`src/rtl/nx_loader_pkg.sv`:
```
// nx_loader_pkg: shared encodings and widths for the nx_init_loader boot sequencer.
package nx_loader_pkg;
  typedef enum logic [1:0] {
    CMD_INST = 2'b00,
    CMD_DATA = 2'b01,
    CMD_REG  = 2'b10,
    CMD_GO   = 2'b11
  } cmd_e;
  typedef enum logic [1:0] {LOAD, HOLD, RUN} state_e;
  typedef enum logic [1:0] {ACCEPT, DROP, REJECT} verdict_e;
  localparam int HOLD_W = 16;
  localparam int WR_CNT_W = 16;
endpackage

```
`src/rtl/nx_loader_addr_chk.sv`:
```
// nx_loader_addr_chk: classifies a load command's target address as accept, drop or reject.
module nx_loader_addr_chk
  import nx_loader_pkg::*;
#(
  parameter int IMEM_DEPTH = 1024,
  parameter int DMEM_DEPTH = 1024
) (
  input  logic [1:0]  cmd_type,
  input  logic [31:0] cmd_addr,
  output verdict_e    verdict
);
  logic [31:0] word;
  logic aligned;
  assign word = {2'b00, cmd_addr[31:2]};
  assign aligned = cmd_addr[1:0] == 2'b00;
  // x0 is hardwired in the core, so writing it is a silent no-op rather than an error
  always_comb
    verdict = cmd_type == CMD_INST ? (aligned && word < 32'(IMEM_DEPTH) ? ACCEPT : REJECT)
            : cmd_type == CMD_DATA ? (aligned && word < 32'(DMEM_DEPTH) ? ACCEPT : REJECT)
            : cmd_type == CMD_REG  ? (cmd_addr[31:5] != '0 ? REJECT : cmd_addr[4:0] == '0 ? DROP : ACCEPT)
            : ACCEPT;
endmodule

```
`src/rtl/nx_init_loader.sv`:
```
// nx_init_loader: boot-time loader steering commands to imem/dmem/regfile and releasing core reset.
// Optional GO checksum verification enabled by defining NX_LOADER_CHECKSUM_EN.
module nx_init_loader
  import nx_loader_pkg::*;
#(
  parameter int IMEM_DEPTH = 1024,
  parameter int DMEM_DEPTH = 1024,
  parameter int RST_HOLD   = 16
) (
  input  logic                clk,
  input  logic                rst_n,
  input  logic                cmd_valid,
  output logic                cmd_ready,
  input  logic [1:0]          cmd_type,
  input  logic [31:0]         cmd_addr,
  input  logic [31:0]         cmd_data,
  output logic                inst_ram_wen,
  output logic [31:0]         inst_ram_waddr,
  output logic [31:0]         inst_ram_wdata,
  output logic                data_ram_wen_initial,
  output logic [31:0]         data_ram_waddr_initial,
  output logic [31:0]         data_ram_wdata_initial,
  output logic                regfile_wen_initial,
  output logic [4:0]          regfile_waddr_initial,
  output logic [31:0]         regfile_wdata_initial,
  output logic                core_rst_n,
  output logic                load_err,
  output logic [WR_CNT_W-1:0] wr_count,
  output logic [31:0]         checksum
);
  state_e state, state_n;
  verdict_e verdict;
  logic [HOLD_W-1:0] cnt, cnt_n;
  logic hs, wr_ok, is_go, go_ok;
  nx_loader_addr_chk #(.IMEM_DEPTH(IMEM_DEPTH), .DMEM_DEPTH(DMEM_DEPTH)) u_chk (
    .cmd_type(cmd_type),
    .cmd_addr(cmd_addr),
    .verdict(verdict)
  );
  assign hs = cmd_valid & cmd_ready;
  assign is_go = hs && cmd_type == CMD_GO;
  assign wr_ok = hs && cmd_type != CMD_GO && verdict == ACCEPT;
`ifdef NX_LOADER_CHECKSUM_EN
  // the register already includes the write strobing alongside a GO handshake
  always_ff @(posedge clk)
    if (!rst_n) checksum <= '0;
    else if (wr_ok) checksum <= checksum + cmd_data;
  assign go_ok = cmd_data == checksum;
`else
  assign checksum = '0;
  assign go_ok = 1'b1;
`endif
  always_ff @(posedge clk)
    if (!rst_n) begin
      state <= LOAD;
      cnt <= '0;
    end else begin
      state <= state_n;
      cnt <= cnt_n;
    end
  always_comb begin
    state_n = state == LOAD && is_go && go_ok ? HOLD : state == HOLD && cnt == '0 ? RUN : state;
    cnt_n = state == HOLD ? cnt - 1'b1 : HOLD_W'(RST_HOLD - 1);
  end
  always_ff @(posedge clk)
    if (!rst_n) begin
      cmd_ready <= 1'b0;
      core_rst_n <= 1'b0;
      load_err <= 1'b0;
      wr_count <= '0;
      inst_ram_wen <= 1'b0;
      inst_ram_waddr <= '0;
      inst_ram_wdata <= '0;
      data_ram_wen_initial <= 1'b0;
      data_ram_waddr_initial <= '0;
      data_ram_wdata_initial <= '0;
      regfile_wen_initial <= 1'b0;
      regfile_waddr_initial <= '0;
      regfile_wdata_initial <= '0;
    end else begin
      cmd_ready <= state_n == LOAD;
      core_rst_n <= state == RUN;
      load_err <= load_err | (hs && verdict == REJECT) | (is_go && !go_ok);
      if (wr_ok && wr_count != '1) wr_count <= wr_count + 1'b1;
      inst_ram_wen <= wr_ok && cmd_type == CMD_INST;
      data_ram_wen_initial <= wr_ok && cmd_type == CMD_DATA;
      regfile_wen_initial <= wr_ok && cmd_type == CMD_REG;
      if (wr_ok && cmd_type == CMD_INST) begin
        inst_ram_waddr <= cmd_addr;
        inst_ram_wdata <= cmd_data;
      end
      if (wr_ok && cmd_type == CMD_DATA) begin
        data_ram_waddr_initial <= cmd_addr;
        data_ram_wdata_initial <= cmd_data;
      end
      if (wr_ok && cmd_type == CMD_REG) begin
        regfile_waddr_initial <= cmd_addr[4:0];
        regfile_wdata_initial <= cmd_data;
      end
    end
endmodule

```
`config.mk`:
```
export PLATFORM = sky130hd
export DESIGN_NAME = nx_init_loader
export DESIGN_NICKNAME = d
export VERILOG_FILES = /design/src/rtl/nx_loader_pkg.sv /design/src/rtl/nx_loader_addr_chk.sv /design/src/rtl/nx_init_loader.sv
export SDC_FILE = /design/constraint.sdc
export NUM_CORES = 1
export LEC_CHECK = 0
export ABC_AREA = 1
export CORE_AREA = 5 5 154 156
export CTS_CLUSTER_DIAMETER = 30
export DETAILED_ROUTE_END_ITERATION = 8
export DIE_AREA = 0 0 159 161
export HOLD_SLACK_MARGIN = 0.1
export PLACE_DENSITY = 0.68
export SETUP_SLACK_MARGIN = 0.15
export SLEW_MARGIN = 15
export SYNTH_ARGS = -nofsm -noshare
export SYNTH_HDL_FRONTEND = slang
export SYNTH_SLANG_ARGS = --single-unit
```
`constraint.sdc`:
```
create_clock -name clk -period 2.15 [get_ports clk]
set_clock_uncertainty 0.1 [all_clocks]
set_input_delay 0.5375 -clock clk [delete_from_list [all_inputs] [get_ports clk]]
set_output_delay 0.5375 -clock clk [all_outputs]
set_load 0.01 [all_outputs]
```
After elaboration in Yosys (flattened, before gate mapping) --
Index checks and enable logic that the tools add are counted.
Cells by class: reductions and logical operators 20, add/subtract/negate cells 2, eq/ne operators 8, bitwise gates (word level) 2, magnitude comparators 1, muxes and demuxes 9
Operators with widths (count):
- less-than comparator 30 x 11 -> 1 bit (second input constant) | 1
- nonzero test 27 bit | 1
- adder 16 x 1 -> 16 bit (second input constant) | 1
- logical NOT 16 bit | 1
- != test 16 bit (second input constant) | 1
- subtractor 16 x 1 -> 16 bit (second input constant) | 1
- two-way mux 2 bit | 7
- logical AND 1 bit | 11
- logical NOT 2 bit | 5
- equality test 2 bit (second input constant) | 4
- logical NOT 5 bit | 1
- equality test 2 x 1 -> 1 bit (second input constant) | 2
- two-way mux 4 bit | 1
- != test 2 bit (second input constant) | 1
- AND reduction 2 bit | 1
- bitwise AND 1 bit | 1
- two-way mux 1 bit | 1
- bitwise OR 1 bit | 1
Word-level totals: input bits 69, register bits after elaboration 205, output and inout port bits 219, logic and storage cells 58

Depth between registers and ports, before layout --
Gate-level depths: netlist of run 1.
word-level depth 9, mapped depth 15, mapped depth without buffers 13

Modules after synthesis --
Synthesis of run 1 repeated with hierarchy kept, for this count alone.
Second synthesis, totals: cells, all modules 1114, area total of the unflattened synthesis 8343.0 µm²
By module, submodules not included:
- nx_init_loader | cells each 1047, instances 1, area each 8080.2 µm², seq. area each 4103.9 µm²
- nx_loader_addr_chk | cells each 67, instances 1, area each 262.8 µm², seq. area each 0.0 µm²

Worst setup path before layout of run 1 --
No wires, ideal clock.
path type input-to-reg, start input cmd_addr[25], end register data_ram_waddr_initial[2], library setup time 116 ps, arrival 1769 ps, cell stages on the path 13, buffers on the path 2, path slack 165 ps, data required time 1934 ps, cell sequence nor2_1 > and2_0 > nand2_1 > nor2_1 > nand2_1 > nand2_1 > nand2_2 > nor2_8 > nand2_1 > buf_4 > clkbuf_2 > o21ai_0 > nor2_1
Between the ends: word-level cells in the longest chain between the ends 8, elaborated cells on any way between the ends 11, classes of those cells order compare (1); mux (5); reduce/logical (5)
Ends and longest elaborated chain:
- from (decl) | RTL line nx_init_loader.sv:15 | input logic [31:0] cmd_addr,
- less-than comparator 30 x 11 -> 1 bit or nonzero test 27 bit (tied branches) | RTL line nx_loader_addr_chk.sv:18, nx_loader_addr_chk.sv:19, nx_loader_addr_chk.sv:20
- logical AND 1 bit or two-way mux 2 bit (tied branches) | RTL line nx_loader_addr_chk.sv:18, nx_loader_addr_chk.sv:19, nx_loader_addr_chk.sv:20
- two-way mux 2 bit (on tied branches) | RTL line nx_loader_addr_chk.sv:18, nx_loader_addr_chk.sv:19, nx_loader_addr_chk.sv:20
- two-way mux 2 bit | RTL line nx_loader_addr_chk.sv:19 | : cmd_type == CMD_DATA ? (aligned && word < 32'(DMEM_DEPTH) ? ACCEPT : REJECT)
- two-way mux 2 bit (*) | RTL line nx_loader_addr_chk.sv:18 | verdict = cmd_type == CMD_INST ? (aligned && word < 32'(IMEM_DEPTH) ? ACCEPT : REJECT)
- logical NOT 2 bit (*) | RTL line nx_init_loader.sv:42 | assign wr_ok = hs && cmd_type != CMD_GO && verdict == ACCEPT;
- logical AND 1 bit (*) | RTL line nx_init_loader.sv:42
- logical AND 1 bit (*) | RTL line nx_init_loader.sv:92 | if (wr_ok && cmd_type == CMD_DATA) begin
- to (signal assigned) | RTL line nx_init_loader.sv:93 | data_ram_waddr_initial <= cmd_addr;
- to (decl) | RTL line nx_init_loader.sv:21 | output logic [31:0] data_ram_waddr_initial,
Mark *: on every way between the ends. The rest lies on a longest branch, timed or not. A chain may end at the register's enable or synchronous reset.

Worst setup path after layout of run 1 --
start register wr_count[0], end output wr_count[0]
RTL lines:
- from (decl) | RTL line nx_init_loader.sv:28 | output logic [WR_CNT_W-1:0] wr_count,
- from (signal assigned) | RTL line nx_init_loader.sv:84 | if (wr_ok && wr_count != '1) wr_count <= wr_count + 1'b1;
No word-level cell between the ends.

==> flow_summary.toml, run 1 <==
[placement]
place_hpwl_mm = 16.7
dp_cells = 1705
port_buffers = 255
gp_congestion = 0.794

[power]
power_switching_share_pct = 21.8
power_density_mw_per_mm2 = 900
cellLeakagePower_nw = 7.29
power_w = 0.0118
switching_power_w = 0.00256
cell_internal_pwr_w = 0.00921
p_seq_share_pct = 33.1
pwr-share-comb_pct = 5.0
p_clk_share_pct = 62.0
peakVddDrop_mv = 0.756

[clocking]
clk_path_buf_depth = 3
clkLatencyLatePin_ns = 0.52
clkSinkCount = 205
cts_root_buffer = "clkbuf_16"
cts_buffers = 47
cts_tree = "built"
path_clk_slew_ns = 0.04
htree_levels = 2

[critical_path]
r2r_setup_slack_ns = 0.30
cp.required_ns = 1.51
crit_type = "reg -> out"
cpPeakStageDelay_ns = 0.37
crit_end = "wr_count[0]"
crit_family = "buffers and inverters"
start_kind = "flip-flop"
crit_chain = "buf_4 -> dlygate4sd2_1"
worst_ep_arrival_time_ns = 1.31
reg2reg_depth = 12
worstSetupStartpoint = "wr_count[0]"
r2r-end = "inst_ram_wdata[11]"
worst-path-buf-inv = 2
path_max_fanout = 4
path_depth = 2
timing.rr.start = "cmd_ready"
crit_slowest_cell = "dfxtp_1"
worst_setup_path_end_kind = "output pin"

[logic_synthesis]
ys_top_cells_by_area = "dfxtp_1 (50%), nor2_1 (14%), nand2_1 (11%), inv_1 (7.3%), buf_4 (3.2%)"
yosysSeqAreaShare_pct = 49.6
synth_common_cells = "nor2_1 (315), nand2_1 (237), dfxtp_1 (205)"
yosys-mux-area-fraction_pct = 0
synth-simple-area-share_pct = 31.4
avgSynthCellArea_um2 = 7.01
ys_ff_latch = 205
syn_area_mm2 = 0.00827
synthFlopType = "dfxtp_1"
yosysMostFrequentCell = "nor2_1"
syn_inst = 1179
synth_compound_area_share_pct = 4.06
synth_top_family_by_area = "simple AND/OR/NAND/NOR gates"
synthArstFlopShare_pct = 0
synth_cell_types = 28
synthAdderAreaFrac_pct = 0.303
yosys_warnings = 0
netlist.top_cell.by_area = "dfxtp_1"
synth-edff-count = 0
synth_xor_area_share_pct = 0.636
synth_largest_type_area_fraction_pct = 49.6

[detailed_routing]
ant_nets = 0
post_drt_wl_per_cell_um = 14.2
drt_first_pass_iters = 4
drc = 0
via_per_inst = 4.44
drt_iter0_markers = 329
routed_wl_mm = 25.6
via_count = 8017

[die]
ios = 288
die_w_um = 159
core_area_mm2 = 0.0222
die_h_um = 161
die_area_mm2 = 0.0256
num_rows = 55
start_util_pct = 37.2

[grt]
overflow = 0
grt_usage_pct = 19.1
grt_pass1_vias = 7799
grt_max_degree = 98
grt_first_pass_wirelength_mm = 40.8
antenna_found_initial = 0

[sta]
rsz0062_at_grt = "true"
min_period_ns = 1.95
drv_slew = 0
fmax_ghz = 0.512
final-setup-viol-count = 0
post-route-period-util_pct = 90.8
hold_viol = 0

[cells_and_area]
final_core_util_pct = 58.9
area_growth_pct = 58.3
stdcell_count = 1806
drive_above_1_share_pct = 13.3
diodes = 0
nNetsFinal = 1559

[outcome]
outcome = "finished, final reports clean"

[hold_path]
hold_class = "in -> reg"

[flow_run]
max-cap-violations = 0
-- layout make-up --
| class | count | area, um^2 |
|---|---|---|
| Fill cell | 2071 | 9140 |
| Sequential cell | 205 | 4110 |
| Multi-Input combinational cell | 750 | 3280 |
| Timing Repair Buffer | 316 | 3080 |
| Clock buffer | 59 | 1290 |
| Inverter | 168 | 636 |
| Tap cell | 285 | 357 |
| Clock inverter | 23 | 343 |
-- layout by cell type, fill, tap and decap left out, types with 8 or more instances in the layout --
master and instances:
a21oi_1 9, and3_1 21, buf_12 12, buf_4 36, clkbuf_16 48, clkbuf_2 15
clkdlybuf4s15_1 10, clkdlybuf4s50_1 32, conb_1 32, dfxtp_1 202, dlygate4sd2_1 187, inv_1 161
nand2_1 219, nand2_2 14, nand3_1 45, nand4_1 9, nor2_1 306, nor3_1 8
o21ai_0 52
-- kinds of logic after synthesis --
group,Yosys count
AOI/OAI and AO/OA,66
xor gates and xnor gates,6
adders and majority gates,2
buffers and inverters,255
DFF,205
other,1
and+or+nand+nor,644
-- worst min-delay path by stage --
stage,start,endpoint,slack [ns],depth (start not counted)
global route,cmd_addr[0],regfile_waddr_initial[0],0.17,3
floorplan,cnt[9],cnt[9],0.34,2
finish,cmd_addr[0],regfile_waddr_initial[0],0.15,3
detailed placement,data_ram_waddr_initial[1],data_ram_waddr_initial[1],0.34,2
global placement,data_ram_waddr_initial[17],data_ram_waddr_initial[17],0.34,2
CTS,cmd_addr[0],regfile_waddr_initial[0],0.18,3
-- power by group through the flow --
stage / Sequential, W / Clock [W] / Combinational (W)
3_5_place_dp: 0.00396 / 0 / 0.000599
2_1_floorplan: 0.00398 / 0 / 0.000275
4_1_cts: 0.00389 / 0.00745 / 0.000584
5_1_grt: 0.00389 / 0.00767 / 0.000648
3_3_place_gp: 0.00396 / 0 / 0.000594
6_report: 0.00389 / 0.00730 / 0.000588
-- worst register-to-register path, delay by kind of cell (launching register included) --
family	cells	cell delay, ns
simple gates	7	0.64
buf+inv	4	0.52
flops	1	0.38
compound gates	1	0.13
-- metrics by stage --
stage          cell area (um^2)  worst slack [ns]  hold slack (ns)  TNS (ns)
3_3_place_gp              11200            -0.549            0.339    -94.49
3_5_place_dp              11200            -0.557            0.342    -92.79
2_1_floorplan              8380             0.165            0.339         0
6_report                  13100             0.198            0.153         0
5_1_grt                   13100            0.0646            0.168         0
4_1_cts                   13000            0.0340            0.179         0
-- routing by layer --
| layer | GRT usage [%] | share of wire, % | routed length (um) |
|---|---|---|---|
| met1 | 22.2 | 41 | 10500 |
| met2 | 33.3 | 49 | 12400 |
| met3 | 6.53 | 7.7 | 1980 |
| met4 | 5.85 | 2.5 | 628 |
| met5 | 0 | 0 | 0 |
-- state kept, by name, indices dropped and copies added (netlist names), 2 cells and up --
register and flops:
inst_ram_waddr 32, data_ram_wdata_initial 32, data_ram_waddr_initial 32, inst_ram_wdata 32, wr_count 16, regfile_waddr_initial 5
cnt 16, state 2, regfile_wdata_initial 32
-- what timing repair did --
item	CTS	global route
pin swaps	31	41
buffers inserted	8	3
hold buffers	0	0
gates cloned	7	1
setup endpoints to repair	368	172
endpoints found under the hold margin	0	0
resized for setup	259	77
(Power assumes the default switching activity.)
==> run 2, diff against run 1 <==
--- a/config.mk
+++ b/config.mk
@@ -11,8 +11,9 @@
 export DETAILED_ROUTE_END_ITERATION = 8
 export DIE_AREA = 0 0 159 161
 export HOLD_SLACK_MARGIN = 0.1
-export PLACE_DENSITY = 0.68
+export PLACE_DENSITY = 0.71
 export SETUP_SLACK_MARGIN = 0.15
+export SKIP_LAST_GASP = 1
 export SLEW_MARGIN = 15
 export SYNTH_ARGS = -nofsm -noshare
 export SYNTH_HDL_FRONTEND = slang
==> constraint.sdc (replaced) <==
create_clock -name clk -period 1.6 [get_ports clk]
set_clock_uncertainty 0.1 [all_clocks]
set_input_delay 0.4 -clock clk [delete_from_list [all_inputs] [get_ports clk]]
set_output_delay 0.4 -clock clk [all_outputs]
set_load 0.01 [all_outputs]
==> flow_summary.toml, run 2 (same netlist as run 1, synthesis figures left out) <==
[power]
cellLeakagePower_nw = 8.39
peakVddDrop_mv = 1.04
power_w = 0.0170
power_density_mw_per_mm2 = 945

[grt]
grt_first_pass_wirelength_mm = 51.0
grt_max_degree = 57
grt_usage_pct = 24.4
use_met3_pct = 6.56
overflow = 0
antenna_found_initial = 1
met1_usage_pct = 27.9
grt_pass1_vias = 9551
top_usage_layer = "met2"
use_met2_pct = 42.8

[clocking]
cts_buffers = 49
clkLatencyLatePin_ns = 0.53
htree_levels = 2
clkSinkCount = 205
clk_path_buf_depth = 3
cts_root_buffer = "clkbuf_16"
cts_tree = "built"
path_clk_slew_ns = 0.05

[outcome]
outcome = "finished, violations left"
violations = "negative setup slack"

[critical_path]
worst-path-buf-inv = 2
worst_ep_arrival_time_ns = 2.36
r2r_setup_slack_ns = -0.45
path_max_fanout = 5
crit_slowest_cell = "dfxtp_4"
cpPeakStageDelay_ns = 0.36
crit_type = "reg -> reg"
crit_chain = "ha_4 -> nand2_4 -> nor3_4 -> nand2_2 -> nor2_2 -> nand4_1 -> buf_4 -> nand3_1 -> nand2_1 -> inv_1 -> nor2_1"
start_kind = "flip-flop"
cp.required_ns = 1.91
timing.rr.start = "wr_count[1]"
r2r-end = "wr_count[2]"
worst_setup_path_end_kind = "flip-flop"
reg2reg_depth = 11
crit_family = "simple AND/OR/NAND/NOR gates"

[placement]
port_buffers = 255
gp_congestion = 0.818
place_hpwl_mm = 17.3

[flow_run]
max-cap-violations = 0

[cells_and_area]
nNetsFinal = 1743
drive_above_1_share_pct = 65.6
layout_common_cells = "buf_6 (235), nor2_1 (180), dfxtp_2 (175)"
mostFrequentLayoutCell = "buf_6"
area_growth_pct = 118

[detailed_routing]
drc = 0
routed_wl_mm = 40.6
drt_iter0_markers = 530
via_per_inst = 4.95
post_drt_wl_per_cell_um = 20.3
via_count = 9898
drt_first_pass_iters = 5
ant_nets = 0

[sta]
min_period_ns = 2.05
setup-tns-final_ns = -34.10
finalWorstSetupSlack_ns = -0.449
post-route-period-util_pct = 128
drv_slew = 0
rsz0062_at_grt = "true"
fmax_ghz = 0.488
final-setup-viol-count = 193
hold_viol = 0

[die]
core_area_mm2 = 0.0222
num_rows = 55
ios = 288
die_w_um = 159
die_h_um = 161
start_util_pct = 37.2
die_area_mm2 = 0.0256

[hold_path]
min_path_cells = 4
min_to = "inst_ram_waddr[8]"
hold_path.startpoint = "cmd_addr[8]"
hold_class = "in -> reg"
==> run 2: per-stage QoR <==
step | worst slack [ns] | utilization (%) | hold slack [ns] | instances | cell area [um^2]
after CTS | -0.221 | 71.1 | 0.111 | 1927 | 15800
after detailed placement | -0.936 | 51.7 | 0.345 | 1730 | 11500
after global placement | -0.871 | 51.7 | 0.341 | 1730 | 11500
after floorplan | -0.203 | - | 0.339 | 1210 | 8540
after global routing | -0.525 | 81.1 | 0.154 | 1999 | 18000
final | -0.449 | 81.1 | 0.132 | 1999 | 18000
==> run 2: worst min-delay path, cell delays in order <==
cell and delay [ns]:
buf_2 0.10, buf_4 0.11, nor2_1 0.04, nor2_1 0.07
==> run 2: final cells by class <==
type,instances,area (um^2)
antenna,1,2.50
clock buffer,64,1400
clock inverter,28,327
fill,1201,4200
inverter,168,648
multi-input combinational,753,4970
sequential,205,4380
tap,285,357
timing repair buffer,495,5960
==> run 2: per-layer routing <==
layer	wire, um	share of wire, %	up-vias
met2	21100	52	454
met3	2590	6.4	163
met4	2470	6.1	0
met5	0	0	-
met1	14400	36	4751
li1	-	-	4530
==> run 2: power breakdown <==
group | internal (W) | switching (W)
Combinational | 0.000683 | 0.000731
Clock | 0.00710 | 0.00327
Sequential | 0.00518 | 0.0000630
Total | 0.0130 | 0.00407
==> run 2: worst max path at each step <==
stage	startpoint	end	slack [ns]	depth (start not counted)
6_report	wr_count[1]	wr_count[2]	-0.45	11
5_1_grt	wr_count[1]	wr_count[6]	-0.52	11
4_1_cts	cmd_ready	inst_ram_wdata[16]	-0.22	11
3_5_place_dp	cmd_addr[5]	data_ram_waddr_initial[9]	-0.94	14
3_3_place_gp	cmd_addr[6]	data_ram_waddr_initial[6]	-0.87	14
2_1_floorplan	cmd_addr[25]	data_ram_waddr_initial[2]	-0.20	13
==> run 2: timing repair <==
item	CTS	global route
buffers inserted	67	61
cloned	36	9
gates resized for setup	1444	447
endpoints found under the hold margin	4	1
pin swaps	67	127
hold buffers	2	1
endpoints found under the setup margin	378	383
==> run 3, diff against run 2 <==
--- a/config.mk
+++ b/config.mk
@@ -11,6 +11,7 @@
 export DETAILED_ROUTE_END_ITERATION = 8
 export DIE_AREA = 0 0 159 161
 export HOLD_SLACK_MARGIN = 0.1
+export MAX_ROUTING_LAYER = met4
 export PLACE_DENSITY = 0.71
 export SETUP_SLACK_MARGIN = 0.15
 export SKIP_LAST_GASP = 1
==> flow_summary.toml, run 3 (same netlist as run 1, synthesis figures left out) <==
[power]
peakVddDrop_mv = 1.02
pwr-share-comb_pct = 8.3
p_clk_share_pct = 60.9
power_switching_share_pct = 23.8
power_density_mw_per_mm2 = 942
power_w = 0.0170
p_seq_share_pct = 30.8
switching_power_w = 0.00406
cell_internal_pwr_w = 0.0130
cellLeakagePower_nw = 8.39

[critical_path]
start_kind = "flip-flop"
worst_ep_arrival_time_ns = 2.32
worst_setup_path_end_kind = "flip-flop"
cp.required_ns = 1.91
path_max_fanout = 5
crit_type = "reg -> reg"

[cells_and_area]
mostFrequentLayoutCell = "buf_6"
area_growth_pct = 119
nNetsFinal = 1744
drive_above_1_share_pct = 65.8
stdcell_count = 2000
layout_common_cells = "buf_6 (236), nor2_1 (179), dfxtp_2 (175)"

[outcome]
outcome = "finished, violations left"
violations = "negative setup slack"

[grt]
grt_usage_pct = 25.2
grt_first_pass_wirelength_mm = 50.9
antenna_found_initial = 1
grt_max_degree = 57
grt_pass1_vias = 9558
overflow = 0

[die]
ios = 288
core_area_mm2 = 0.0222
die_area_mm2 = 0.0256
die_h_um = 161
start_util_pct = 37.2
num_rows = 55
die_w_um = 159

[clocking]
path_clk_slew_ns = 0.05
clkLatencyLatePin_ns = 0.53
clk_path_buf_depth = 3
htree_levels = 2
cts_buffers = 49
cts_tree = "built"
cts_root_buffer = "clkbuf_16"
clkSinkCount = 205

[sta]
fmax_ghz = 0.500
hold_slack_ns = 0.136
setup-tns-final_ns = -33.49
final-setup-viol-count = 193
hold_viol = 0
min_period_ns = 2.00
drv_slew = 0
finalWorstSetupSlack_ns = -0.402
post-route-period-util_pct = 125
rsz0062_at_grt = "true"

[flow_run]
max-cap-violations = 0

[placement]
dp_cells = 1730
place_ws_ns = -0.936
port_buffers = 255
gp_congestion = 0.830
place_hpwl_mm = 17.3

[detailed_routing]
drc = 0
ant_nets = 0
via_per_inst = 4.98
via_count = 9955
routed_wl_mm = 40.9
drt_first_pass_iters = 5
drt_iter0_markers = 617
post_drt_wl_per_cell_um = 20.5

[hold_path]
hold_class = "in -> reg"
## run 3: stage by stage
| step | util (%) | instance area, um^2 |
|---|---|---|
| final | 81.3 | 18100 |
| after global routing | 81.3 | 18100 |
| after CTS | 71.1 | 15800 |
| after detailed placement | 51.7 | 11500 |
| after global placement | 51.7 | 11500 |
| after floorplan | - | 8540 |
## run 3: power groups by stage
stage	Combinational, W	Sequential, W	Clock [W]
6_report	0.00142	0.00524	0.0104
3_3_place_gp	0.000850	0.00532	0
2_1_floorplan	0.000389	0.00535	0
5_1_grt	0.00149	0.00524	0.0107
4_1_cts	0.00112	0.00525	0.0103
3_5_place_dp	0.000859	0.00533	0
## run 3: worst paths after layout
path,slack [ns],depth (start not counted),end,startpoint
hold / removal,0.14,4,inst_ram_waddr[8],cmd_addr[8]
setup / recovery,-0.40,11,wr_count[2],wr_count[1]
setup reg to reg,-0.40,11,wr_count[2],wr_count[1]
hold reg to reg,0.36,2,data_ram_waddr_initial[14],data_ram_waddr_initial[14]
## run 3: critical path: stages, from the launching register on
cell and delay [ns]:
dfxtp_4 0.36, ha_4 0.15, nand2_4 0.06, nor3_4 0.23, nand2_2 0.12, nor2_2 0.12, nand4_1 0.20, buf_4 0.23
nand3_1 0.10, nand2_1 0.08, inv_1 0.08, nor2_1 0.06
## run 3: final cells by class
cell class                 instances  area (um^2)
clock buffer                      64         1400
inverter                         168          648
multi-input combinational        753         4990
antenna                            1         2.50
clock inverter                    28          327
fill                            1185         4160
tap                              285          357
timing repair buffer             496         5970
sequential                       205         4380
## run 3: per-layer routing
metal	share of wire, %	vias to the layer above	track usage, %
met5	0	-	-
met4	6.5	0	11.1
met3	6.6	177	6.58
met2	52	480	42.8
met1	35	4770	28.0
li1	-	4528	-
## run 3: timing repair
item,CTS,global route
hold buffers,2,1
pin swaps,67,131
resized for setup,1444,454
buffers inserted,67,62
setup endpoints to repair,378,383
gates cloned,36,9
endpoints found under the hold margin,4,1
